**src/rtl/secuenciador_tipor.sv**
```systemverilog
// Purpose: issue controller for the R-type datapath; buffers instructions, decodes funct, inserts bubbles.
// Latency: instruction pushed at edge N into an empty FIFO while idle is popped at N+1 and driven after it.
// Backpressure: in_ready = !full; upstream holds in_valid/in_instr until accepted, pops only on ISSUE entry.
//
// Ports:
//   clk, rst_n            single clock, asynchronous active-low reset
//   en                    gates new pops; a running ISSUE/BUBBLE sequence always completes
//   in_valid/in_instr     upstream instruction, accepted when in_ready is high
//   in_ready              FIFO not full
//   instruccion           instruction driven to the datapath (0 outside legal ISSUE slots)
//   reg_we, alu_ctl       decoded write enable / ALU control for the current slot
//   ZF_DPTR, zf_q         datapath zero flag in, flag captured at the end of each legal ISSUE
//   err                   sticky illegal-instruction flag
//   busy                  FSM not idle or FIFO not empty
//   issued                wrapping count of legal instructions issued

// Purpose: small generic synchronous FIFO with first-word fall-through head.
// Latency: a pushed word is visible on head_dat the cycle after the push edge.
// Backpressure: caller must not push when full nor pop when empty.
module sync_fifo #(
    parameter int W     = 32,
    parameter int DEPTH = 4
) (
    input  logic         clk,
    input  logic         rst_n,
    input  logic         push_vld,
    input  logic [W-1:0] push_dat,
    input  logic         pop,
    output logic [W-1:0] head_dat,
    output logic         full,
    output logic         empty
);
    localparam int AW = (DEPTH > 1) ? $clog2(DEPTH) : 1;
    localparam int CW = AW + 1;

    logic [W-1:0]  mem [DEPTH];
    logic [AW-1:0] wr_ptr;
    logic [AW-1:0] rd_ptr;
    logic [CW-1:0] count;

    assign full     = (count == CW'(DEPTH));
    assign empty    = (count == '0);
    assign head_dat = mem[rd_ptr];

    // Storage carries no reset; validity is tracked by count alone.
    always_ff @(posedge clk) begin
        if (push_vld) begin
            mem[wr_ptr] <= push_dat;
        end
    end

    // DEPTH is a power of two, so pointers wrap naturally at AW bits.
    always_ff @(posedge clk or negedge rst_n) begin
        if (!rst_n) begin
            wr_ptr <= '0;
            rd_ptr <= '0;
            count  <= '0;
        end else begin
            if (push_vld) begin
                wr_ptr <= wr_ptr + 1'b1;
            end
            if (pop) begin
                rd_ptr <= rd_ptr + 1'b1;
            end
            case ({push_vld, pop})
                2'b10:   count <= count + 1'b1;
                2'b01:   count <= count - 1'b1;
                default: count <= count;
            endcase
        end
    end
endmodule

module secuenciador_tipor #(
    parameter int DEPTH   = 4,
    parameter int BUBBLES = 1
) (
    input  logic        clk,
    input  logic        rst_n,
    input  logic        en,
    input  logic        in_valid,
    input  logic [31:0] in_instr,
    output logic        in_ready,
    output logic [31:0] instruccion,
    output logic        reg_we,
    output logic [2:0]  alu_ctl,
    input  logic        ZF_DPTR,
    output logic        zf_q,
    output logic        err,
    output logic        busy,
    output logic [15:0] issued
);
    localparam logic [2:0] ALU_AND = 3'b000;
    localparam logic [2:0] ALU_OR  = 3'b001;
    localparam logic [2:0] ALU_ADD = 3'b010;
    localparam logic [2:0] ALU_SUB = 3'b110;
    localparam logic [2:0] ALU_SLT = 3'b111;

    // Reload value for the bubble counter; unused when BUBBLES is 0.
    localparam int unsigned BUB_M1 = (BUBBLES > 0) ? BUBBLES - 1 : 0;

    typedef enum logic [1:0] {
        S_IDLE   = 2'd0,
        S_ISSUE  = 2'd1,
        S_BUBBLE = 2'd2
    } state_t;

    state_t      state;
    logic [2:0]  bub_cnt;
    logic        slot_ill;   // current ISSUE slot carries an illegal instruction

    logic        fifo_full;
    logic        fifo_empty;
    logic [31:0] head_dat;
    logic        push;
    logic        pop_go;

    logic        dec_ok;
    logic        dec_we;
    logic [2:0]  dec_alu;

    assign in_ready = !fifo_full;
    assign push     = in_valid && in_ready;
    assign busy     = (state != S_IDLE) || !fifo_empty;

    sync_fifo #(
        .W     (32),
        .DEPTH (DEPTH)
    ) u_fifo (
        .clk      (clk),
        .rst_n    (rst_n),
        .push_vld (push),
        .push_dat (in_instr),
        .pop      (pop_go),
        .head_dat (head_dat),
        .full     (fifo_full),
        .empty    (fifo_empty)
    );

    // Every path into ISSUE is a pop; en only gates the decision points.
    always_comb begin
        pop_go = 1'b0;
        case (state)
            S_IDLE:   pop_go = en && !fifo_empty;
            S_ISSUE:  pop_go = (BUBBLES == 0) && en && !fifo_empty;
            S_BUBBLE: pop_go = (bub_cnt == 3'd0) && en && !fifo_empty;
            default:  pop_go = 1'b0;
        endcase
    end

    // Decode of the FIFO head, used on the edge that pops it. The all-zero
    // word is a legal NOP; everything else needs opcode 0 and a known funct.
    always_comb begin
        dec_ok  = 1'b0;
        dec_we  = 1'b0;
        dec_alu = ALU_ADD;
        if (head_dat == 32'd0) begin
            dec_ok = 1'b1;
        end else if (head_dat[31:26] == 6'd0) begin
            case (head_dat[5:0])
                6'b100000: begin dec_ok = 1'b1; dec_we = 1'b1; dec_alu = ALU_ADD; end
                6'b100010: begin dec_ok = 1'b1; dec_we = 1'b1; dec_alu = ALU_SUB; end
                6'b100100: begin dec_ok = 1'b1; dec_we = 1'b1; dec_alu = ALU_AND; end
                6'b100101: begin dec_ok = 1'b1; dec_we = 1'b1; dec_alu = ALU_OR;  end
                6'b101010: begin dec_ok = 1'b1; dec_we = 1'b1; dec_alu = ALU_SLT; end
                default:   begin dec_ok = 1'b0; dec_we = 1'b0; dec_alu = ALU_ADD; end
            endcase
        end
    end

    // FSM with registered slot outputs: the slot contents are loaded on the
    // pop edge so they are stable for the whole ISSUE cycle.
    always_ff @(posedge clk or negedge rst_n) begin
        if (!rst_n) begin
            state       <= S_IDLE;
            bub_cnt     <= 3'd0;
            slot_ill    <= 1'b0;
            instruccion <= 32'd0;
            reg_we      <= 1'b0;
            alu_ctl     <= ALU_ADD;
            zf_q        <= 1'b0;
            err         <= 1'b0;
            issued      <= 16'd0;
        end else begin
            // Bookkeeping on the edge that closes a legal ISSUE slot.
            if (state == S_ISSUE && !slot_ill) begin
                zf_q   <= ZF_DPTR;
                issued <= issued + 16'd1;
            end

            if (pop_go) begin
                state    <= S_ISSUE;
                slot_ill <= !dec_ok;
                if (dec_ok) begin
                    instruccion <= head_dat;
                    reg_we      <= dec_we;
                    alu_ctl     <= dec_alu;
                end else begin
                    instruccion <= 32'd0;
                    reg_we      <= 1'b0;
                    alu_ctl     <= ALU_ADD;
                    err         <= 1'b1;
                end
            end else begin
                slot_ill    <= 1'b0;
                instruccion <= 32'd0;
                reg_we      <= 1'b0;
                alu_ctl     <= ALU_ADD;
                case (state)
                    S_IDLE: begin
                        state <= S_IDLE;
                    end
                    S_ISSUE: begin
                        if (BUBBLES > 0) begin
                            state   <= S_BUBBLE;
                            bub_cnt <= 3'(BUB_M1);
                        end else begin
                            state <= S_IDLE;
                        end
                    end
                    S_BUBBLE: begin
                        if (bub_cnt == 3'd0) begin
                            state <= S_IDLE;
                        end else begin
                            bub_cnt <= bub_cnt - 3'd1;
                        end
                    end
                    default: begin
                        state <= S_IDLE;
                    end
                endcase
            end
        end
    end
endmodule
```
**config.mk**
```make
export PLATFORM = sky130hd
export DESIGN_NAME = secuenciador_tipor
export DESIGN_NICKNAME = d
export VERILOG_FILES = /design/src/rtl/secuenciador_tipor.sv
export SDC_FILE = /design/constraint.sdc
export NUM_CORES = 1
export LEC_CHECK = 0
export ABC_AREA = 0
export CAP_MARGIN = 20
export CORE_AREA = 5 5 164 166
export DETAILED_ROUTE_END_ITERATION = 10
export DIE_AREA = 0 0 169 171
export PLACE_DENSITY = 0.48
export RECOVER_POWER = 50
export SYNTH_ARGS = -nofsm -noshare
export SYNTH_HDL_FRONTEND = slang
export SYNTH_SLANG_ARGS = --single-unit
```
**constraint.sdc**
```tcl
create_clock -name clk -period 5.2 [get_ports clk]
set_input_delay 1.3 -clock clk [delete_from_list [all_inputs] [get_ports clk]]
set_output_delay 1.3 -clock clk [all_outputs]
set_load 0.05 [all_outputs]
```
==> impl_metrics.toml <==
[setup_path]
cp.arrival_ns = 3.67
crit_type = "reg2reg"
worstPathCellList = "buf_4, mux4_2, nor4_1, nand4_1, or4_1, buf_4, and3_1"
worstPathRequired_ns = 5.52
path_common_cell = "buf_4"
worst_path_max_delay_cell = "or4_1"
critPathTopFamily = "simple AND/OR/NAND/NOR gates"
slowest_delay_ns = 0.72
reg2reg_to = "slot_ill"
crit_path_end_kind = "flop"
path_depth = 7
worst_setup_path_start_kind = "flop"
regToRegSetupSlack_ns = 1.85
crit_buf_inv = 2
cp_max_fo = 24
r2r-start = "u_fifo.rd_ptr[1]"
r2r_cells = 7

[synth]
yosys_register_bits = 195
synth_largest_area_cell = "edfxtp_1"
syn_area_um2 = 7440
synthTopCellsByCount = "128 x edfxtp_1, 66 x dfrtp_1, 41 x nand2_1, 25 x mux4_2, 20 x a21oi_2"
synth_top_area_share_pct = 51.7
ys_types = 41
yosysSeqAreaShare_pct = 74.2
ys.flop_type = "edfxtp_1"
synth_edf_count = 128
async_flop_share_pct = 34.4
postSynthCellCount = 424
yosysMostFrequentCell = "edfxtp_1"
yosysWarningCount = 0
synthTopCellsByArea = "edfxtp_1 52%, dfrtp_1 22%, mux4_2 7.6%, a21oi_2 2.4%, nand2_1 2.1%"
avgSynthCellArea_um2 = 17.5

[cells_and_area]
nets = 584
diodes = 0
area_growth_pct = 26.4
drive_gt1_share_pct = 17.0
stdcell_count = 882
final_util_pct = 36.9
nFillCells = 2396

[global_route]
grt_pass1_vias = 4309
grt_use_total_pct = 11.4
use_met1_pct = 14.6
met3_usage_pct = 2.96
busiest_layer = "met2"
grt_start_max_net_pins = 68
grt.overflow.total = 0
grt_util_met2_pct = 19.3
antenna_found_initial = 0
grt_pass1_wl_mm = 24.9

[outcome]
violations = "capacitance limit, slew limit"
status = "finished, violations left"

[placement]
placedCellCount = 849
io_buffers = 92
dp_hpwl_mm = 10.5
routabilityCongestion = 0.715
dp_slack_ns = 1.60

[clock_tree]
cts_hold_repair.buffers = 0
cts_tree = "yes"
worstSkewPairLatency_ns = 0.43
htreeDepth = 4
cts_sinks = 195
cts.path.max_buffers = 2
clk_pin_slew_ns = 0.08
root_buffer = "clkbuf_16"
cts_setup_buffers = 0
cts_buffers = 17
cts_resized = 0

[timing]
hold_viol_final = 0
slew_viol_final = 68
setup_viol = 0
max_freq_ghz = 0.299
worst_pin_slew_ns = 1.78
slew-limit-headroom_pct = -18.8
fin_tns_setup_ns = 0
fin_crit_ns = 3.35
min_period_over_period_pct = 64.4
rsz0062_at_grt = "false"
final.setup.worst_slack_ns = 1.85
finClkSkew_ns = 0.00888

[drt]
drt-vias-per-instance = 4.43
firstDrtPassIters = 4
drc = 0
drt_iter0_markers = 208
vias = 3906
wire_per_inst_um = 17.9
drtAntennaViolNets = 0
drt_wl_total_mm = 15.8

[worst_hold_path]
min_from = "issued[15]"
whs_path_depth = 1
min_path_type = "reg2reg"
hold-path-endpoint = "issued[15]"

[die]
fp.dieH_um = 171
initial_core_util_pct = 29.2
core-area_um2 = 25500
io_pins = 93
die_area_um2 = 28900
num_rows = 59
dieWidth_um = 169

[power_and_ir_drop]
p_total_mw = 4.57
p_leak_nw = 3.39
vdd_drop_max_v = 0.000231
powerDensity_nw_per_um2 = 486

[job]
cap_violations = 1
-- state kept, by name (all words and copies together) (netlist names) --
signal,cells
reg_we,1
zf_q,1
u_fifo.wr_ptr,2
u_fifo.rd_ptr,2
state,2
slot_ill,1
alu_ctl,3
err,1
instruccion,32
issued,16
u_fifo.mem,128
bub_cnt,3
u_fifo.count,3
-- cell families after synthesis --
| group | after synthesis | synth area share, % |
|---|---|---|
| AO/OA/AOI/OAI | 40 | 4.20 |
| XOR/XNOR | 21 | 2.47 |
| adder cells (fa/ha/maj) | 13 | 2.29 |
| buffers and inverters | 30 | 1.95 |
| flip-flops | 195 | 74.2 |
| multiplexers | 30 | 8.31 |
| other | 1 | 0.0504 |
| AND/OR/NAND/NOR | 94 | 6.52 |
-- power by group --
group / switching [mW] / internal (mW) / leakage [nW]
Clock: 0.664 / 0.667 / 0.301
Combinational: 0.706 / 0.468 / 1.03
Sequential: 0.120 / 1.94 / 2.05
Total: 1.49 / 3.08 / 3.39
-- how the worst max path moves through the flow --
stage | from | endpoint | slack, ns
final | u_fifo.rd_ptr[1] | slot_ill | 1.85
after global routing | u_fifo.rd_ptr[1] | slot_ill | 1.62
after CTS | u_fifo.rd_ptr[0] | slot_ill | 1.59
after detailed placement | u_fifo.rd_ptr[0] | slot_ill | 1.60
after global placement | u_fifo.rd_ptr[0] | slot_ill | 1.64
after floorplan | en | u_fifo.count[2] | 2.23
-- per-layer routing --
| metal | routed length, um | vias up | share of wire, % |
|---|---|---|---|
| met4 | 156 | 0 | 0.99 |
| met3 | 684 | 11 | 4.3 |
| met1 | 7150 | 1998 | 45 |
| met2 | 7840 | 84 | 50 |
| li1 | - | 1813 | - |
| met5 | 0 | - | 0 |
-- stage by stage --
stage,cell area [um^2],hold WS (ns)
final,9410,0.471
after global routing,9410,0.502
after CTS,9390,0.475
after detailed placement,8770,0.464
after global placement,8770,0.462
after floorplan,7460,0.466
-- area by class of cell --
class | instances | area (um^2) | area share (%)
clock buffer | 17 | 425 | 4.52
multi-input combinational | 205 | 1800 | 19.1
sequential | 195 | 5520 | 58.7
timing repair buffer | 101 | 996 | 10.6
tap | 335 | 419 | 4.46
clock inverter | 15 | 194 | 2.06
inverter | 14 | 52.6 | 0.559
-- layout by cell type, fill, tap and decap left out, types with 5 or more instances in the layout --
| cell type | instances |
|---|---|
| nand2_1 | 41 |
| mux4_2 | 25 |
| o21ai_0 | 6 |
| xnor2_1 | 15 |
| dlygate4sd3_1 | 35 |
| nor2_1 | 5 |
| a21oi_2 | 20 |
| inv_1 | 13 |
| edfxtp_1 | 128 |
| nand3_1 | 5 |
| buf_4 | 8 |
| and3_1 | 10 |
| ha_1 | 12 |
| nor4_1 | 7 |
| clkdlybuf4s50_1 | 56 |
| dfrtp_1 | 65 |
| clkbuf_16 | 17 |
| xor2_1 | 6 |
| conb_1 | 7 |
Note: power is estimated with default switching activity, not from simulation.
